**src/rtl/audio_system_onchip_mem_arbiter.sv**
```systemverilog
// Two-port arbiter sharing the single-port on-chip sample memory between the stream engine (p0) and host/DMA (p1).
// Define ARB_ROUND_ROBIN_EN for round-robin arbitration; default is fixed priority to p0 with a p1 starvation guard.
module audio_system_onchip_mem_arbiter #(
   parameter int ADDR_W   = 13,
   parameter int DATA_W   = 32,
   parameter int MAX_WAIT = 15
) (
   input  logic                clk,
   input  logic                reset,
   input  logic [ADDR_W-1:0]   p0_address,
   input  logic [DATA_W/8-1:0] p0_byteenable,
   input  logic                p0_read,
   input  logic                p0_write,
   input  logic [DATA_W-1:0]   p0_writedata,
   output logic                p0_waitrequest,
   output logic [DATA_W-1:0]   p0_readdata,
   output logic                p0_readdatavalid,
   input  logic [ADDR_W-1:0]   p1_address,
   input  logic [DATA_W/8-1:0] p1_byteenable,
   input  logic                p1_read,
   input  logic                p1_write,
   input  logic [DATA_W-1:0]   p1_writedata,
   output logic                p1_waitrequest,
   output logic [DATA_W-1:0]   p1_readdata,
   output logic                p1_readdatavalid,
   output logic [ADDR_W-1:0]   mem_address,
   output logic [DATA_W/8-1:0] mem_byteenable,
   output logic                mem_chipselect,
   output logic                mem_write,
   output logic [DATA_W-1:0]   mem_writedata,
   output logic                mem_clken,
   input  logic [DATA_W-1:0]   mem_readdata
);

   localparam logic [1:0] IDLE   = 2'd0;
   localparam logic [1:0] GRANT0 = 2'd1;
   localparam logic [1:0] GRANT1 = 2'd2;

   logic       req0, req1;
   logic       pick1;
   logic [1:0] state;
   logic       grant0, grant1;
   logic       rd_pend, rd_owner;

   assign req0 = p0_read | p0_write;
   assign req1 = p1_read | p1_write;

`ifdef ARB_ROUND_ROBIN_EN
   logic last_grant;

   // On a tie the port that did not win last time goes next.
   assign pick1 = ~last_grant;

   always_ff @(posedge clk) begin
      if (reset)
         last_grant <= 1'b1;
      else if (state != IDLE)
         last_grant <= (state == GRANT1);
   end
`else
   localparam logic [7:0] MAX_WAIT_C = 8'(MAX_WAIT);

   logic [7:0] starve_cnt;

   assign pick1 = (starve_cnt == MAX_WAIT_C);

   always_ff @(posedge clk) begin
      if (reset)
         starve_cnt <= 8'd0;
      else if (req1 & ~grant1) begin
         if (starve_cnt != MAX_WAIT_C)
            starve_cnt <= starve_cnt + 8'd1;
      end else
         starve_cnt <= 8'd0;
   end
`endif

   // Grant is recomputed every cycle; nothing is granted while in reset.
   always_comb begin
      state = IDLE;
      if (!reset) begin
         if (req0 & req1)
            state = pick1 ? GRANT1 : GRANT0;
         else if (req0)
            state = GRANT0;
         else if (req1)
            state = GRANT1;
      end
   end

   assign grant0 = (state == GRANT0);
   assign grant1 = (state == GRANT1);

   assign p0_waitrequest = reset | (req0 & ~grant0);
   assign p1_waitrequest = reset | (req1 & ~grant1);

   assign mem_address    = grant1 ? p1_address    : p0_address;
   assign mem_byteenable = grant1 ? p1_byteenable : p0_byteenable;
   assign mem_writedata  = grant1 ? p1_writedata  : p0_writedata;
   assign mem_chipselect = grant0 | grant1;
   assign mem_write      = (grant0 & p0_write) | (grant1 & p1_write);
   assign mem_clken      = 1'b1;

   // Read return tracking: one outstanding read, data arrives the following cycle.
   always_ff @(posedge clk) begin
      if (reset) begin
         rd_pend  <= 1'b0;
         rd_owner <= 1'b0;
      end else begin
         rd_pend <= mem_chipselect & ~mem_write;
         if (mem_chipselect & ~mem_write)
            rd_owner <= grant1;
      end
   end

   assign p0_readdatavalid = ~reset & rd_pend & ~rd_owner;
   assign p1_readdatavalid = ~reset & rd_pend &  rd_owner;
   assign p0_readdata      = mem_readdata;
   assign p1_readdata      = mem_readdata;

endmodule

```
**config.mk**
```make
export PLATFORM = sky130hd
export DESIGN_NAME = audio_system_onchip_mem_arbiter
export DESIGN_NICKNAME = d
export VERILOG_FILES = /design/src/rtl/audio_system_onchip_mem_arbiter.sv
export SDC_FILE = /design/constraint.sdc
export NUM_CORES = 1
export LEC_CHECK = 0
export ABC_AREA = 0
export BUFFER_PORTS_ARGS = -buffer_cell sky130_fd_sc_hd__buf_2
export CORE_AREA = 5 5 95 97
export CTS_CLUSTER_DIAMETER = 150
export DETAILED_ROUTE_END_ITERATION = 8
export DIE_AREA = 0 0 100 102
export REMOVE_ABC_BUFFERS = 1
export SYNTH_ARGS = -nofsm -noshare
export SYNTH_HDL_FRONTEND = slang
export SYNTH_SLANG_ARGS = --single-unit
```
**constraint.sdc**
```tcl
create_clock -name clk -period 3.15 [get_ports clk]
set_input_delay 0.1575 -clock clk [delete_from_list [all_inputs] [get_ports clk]]
set_output_delay 0.1575 -clock clk [all_outputs]
set_load 0.005 [all_outputs]
```
==> flow_summary.yaml <==
run_status:
  status: "completed"
logic_synthesis:
  syn_area_um2: 1650
  post_synth_inst_count: 190
  netlist-cell-type-count: 33
  synth.largest_area_cell: "mux2_2"
  synth.yosys.warnings: 0
  post_synth.cell_area_avg_um2: 8.68
  synth.ff_latch_count: 10
  synth_largest_type_area_fraction: 0.335
  synth-seq-area-share: 0.121
  synth.area.top_cells: "mux2_2 (33%), buf_4 (30%), dfxtp_1 (12%)"
finish:
  proportion_of_layout_cells_with_a_drive_suffix_above_1: 0.775
  synthToLayoutAreaGrowth_pct: 28.4
  number_of_diodes: 0
  most-common-layout-cells: "buf_2 (158), mux2_2 (49), dfxtp_1 (10), a21oi_1 (7)"
  layout.cells.non_filler: 385
  fillerInstances: 882
  most_common_cell_after_layout_fill_and_taps_aside: "buf_2"
  final_core_utilization: 0.263
  nets: 420
  fin_area_um2: 2120
floorplanning:
  core-area_um2: 8050
  io_pins: 256
  rows: 33
  starting_density: 0.205
  fp.dieH_um: 102
  floorplan_die_area_um2: 10200
  chipWidth_um: 100
job:
  drv_cap: 0
global_route:
  grt_first_pass_wirelength_um: 13200
  first_global_vias: 1818
  grt-ovfl-total: 0
  globalRouteTotalUtil: 0.185
  grt_max_degree: 53
  grt_antenna_before_repair: 3
timing:
  tightest_slew_ps: 525
  period_minus_slack_ps: 2700
  setup_repair_after_global_routing_missed_its_margin: "no"
  final-max-slew-violation-count: 0
  final-setup-viol-count: 0
  post-route-worst-setup-slack_ps: 446
  report.final.hold_viol_count: 0
  achievable-frequency_mhz: 370
  final_sum_of_negative_setup_slack_ps: 0
  clock-skew-final_ps: 2.23
  slew_headroom: 0.647
  final_min_period_over_clock_period: 0.859
clocking:
  worstSkewPairLatency_ps: 240
  numClockSinks: 10
  clock_tree.htree_level_count: 1
  cts_hold_buffers: 0
  clkSlewWorstSetupHoldPaths_ps: 50
  cts_root_buf: "clkbuf_8"
  post_cts_buffers: 0
  bufs_on_longest_clock_path: 2
  cts.repair.resized: 0
  number_of_buffers_inserted_during_clock_tree_synthesis: 3
  tritoncts: "built"
setup_path:
  arrival_ps: 2550
  regToRegSetupSlack_ps: 710
  timing.setup.critical_path_class: "flop to output pin"
  timing.critical_path.to_type: "output pin"
  worstPathRequired_ps: 2990
  timing.critical_path.from_type: "flop"
  cp_max_fo: 52
routing:
  drt_first_pass_iters: 4
  wl_met3_um: 2280
  dr_total_vias: 1703
  detail-route-antenna-nets: 0
  top_layer: "met5"
  drc: 0
  vias_per_cell: 4.42
  wirelength_met1_um: 3620
  routed_wirelength_um: 9930
  dr_wl_met2_um: 3880
  drt-wirelength-per-cell_um: 25.8
  dr.first_iter.drc_count: 45
placed_design:
  dpl-instance-area_um2: 2060
  dp.final_hpwl_um: 9200
  place.gp.congestion: 0.859
  port-buffer-count: 158
  post-place-ws_ps: 714
  dp_cells: 381
power_and_ir_drop:
  cellPowerDensity_nw_per_um2: 230
  ir_worst_vdd_mv: 0.0950
  p_leak_nw: 1.04
min_path:
  timing.hold.worst.class: "input port to flop"
## worst paths after layout
check | from | end | cells after the start
hold reg to reg | rd_owner | rd_owner | 2
setup / recovery | starve_cnt[0] | mem_writedata[1] | 8
setup reg to reg | starve_cnt[0] | rd_owner | 9
hold / removal | reset | rd_owner | 2
## power breakdown
| part | total, mW | internal, mW | leakage (nW) | switching, mW |
|---|---|---|---|---|
| clock network | 0.161 | 0.110 | 0.0288 | 0.0511 |
| logic | 0.192 | 0.120 | 0.932 | 0.0723 |
| registers | 0.134 | 0.130 | 0.0812 | 0.00381 |
## logic make-up (layout without fill, tap and decap cells)
group,Yosys count,after routing,share of synthesized area
buf+inv,76,166,0.329
simple gates,29,29,0.105
other cells,1,1,0.00227
compound gates,22,22,0.0850
flops,10,10,0.121
fa+ha+maj,3,3,0.0228
mux,49,49,0.335
## sequential cells by signal, summed over array words and instances (netlist names)
signal      cells
rd_owner        1
rd_pend         1
starve_cnt      8
## critical path, stage by stage, from the launching register on
cell	delay (ps)
dfxtp_1	410
ha_1	260
nand3_1	260
nor2_4	230
a211o_1	140
ha_2	210
buf_12	250
mux2_2	370
buf_2	130
## cells in the mapped netlist (all sizes together)
cell	n
a211o	1
a211oi	2
a21oi	7
a221o	1
a22o	1
a31oi	1
and3	1
and3b	1
buf	71
clkbuf	2
conb	1
dfxtp	10
ha	3
inv	3
mux2	49
nand2	4
nand3	4
nand4	1
nor2	6
nor3	3
nor3b	2
nor4	1
o21a	1
o21ai	6
o21bai	2
or3	4
or3b	1
or4	1
## layer usage
layer,vias up,global-route usage
met1,721,0.200
li1,774,-
met4,8,0.0104
met3,10,0.186
met5,-,0.0625
met2,190,0.264
## area by class of cell
type | count | area (um^2) | area share
multi-input cells | 104 | 908 | 0.429
repair buffers | 159 | 811 | 0.383
flip-flops and latches | 10 | 200 | 0.0946
well taps | 105 | 131 | 0.0621
clock buffers | 4 | 55.1 | 0.0260
inverters | 3 | 11.3 | 0.00532
## stage by stage
step	hold slack [ps]	power, mW
6_report	190	0.488
5_1_grt	216	0.521
4_1_cts	190	0.496
3_5_place_dp	315	0.331
3_3_place_gp	315	0.329
2_1_floorplan	227	0.212
Note: power is estimated with default switching activity, not from simulation.
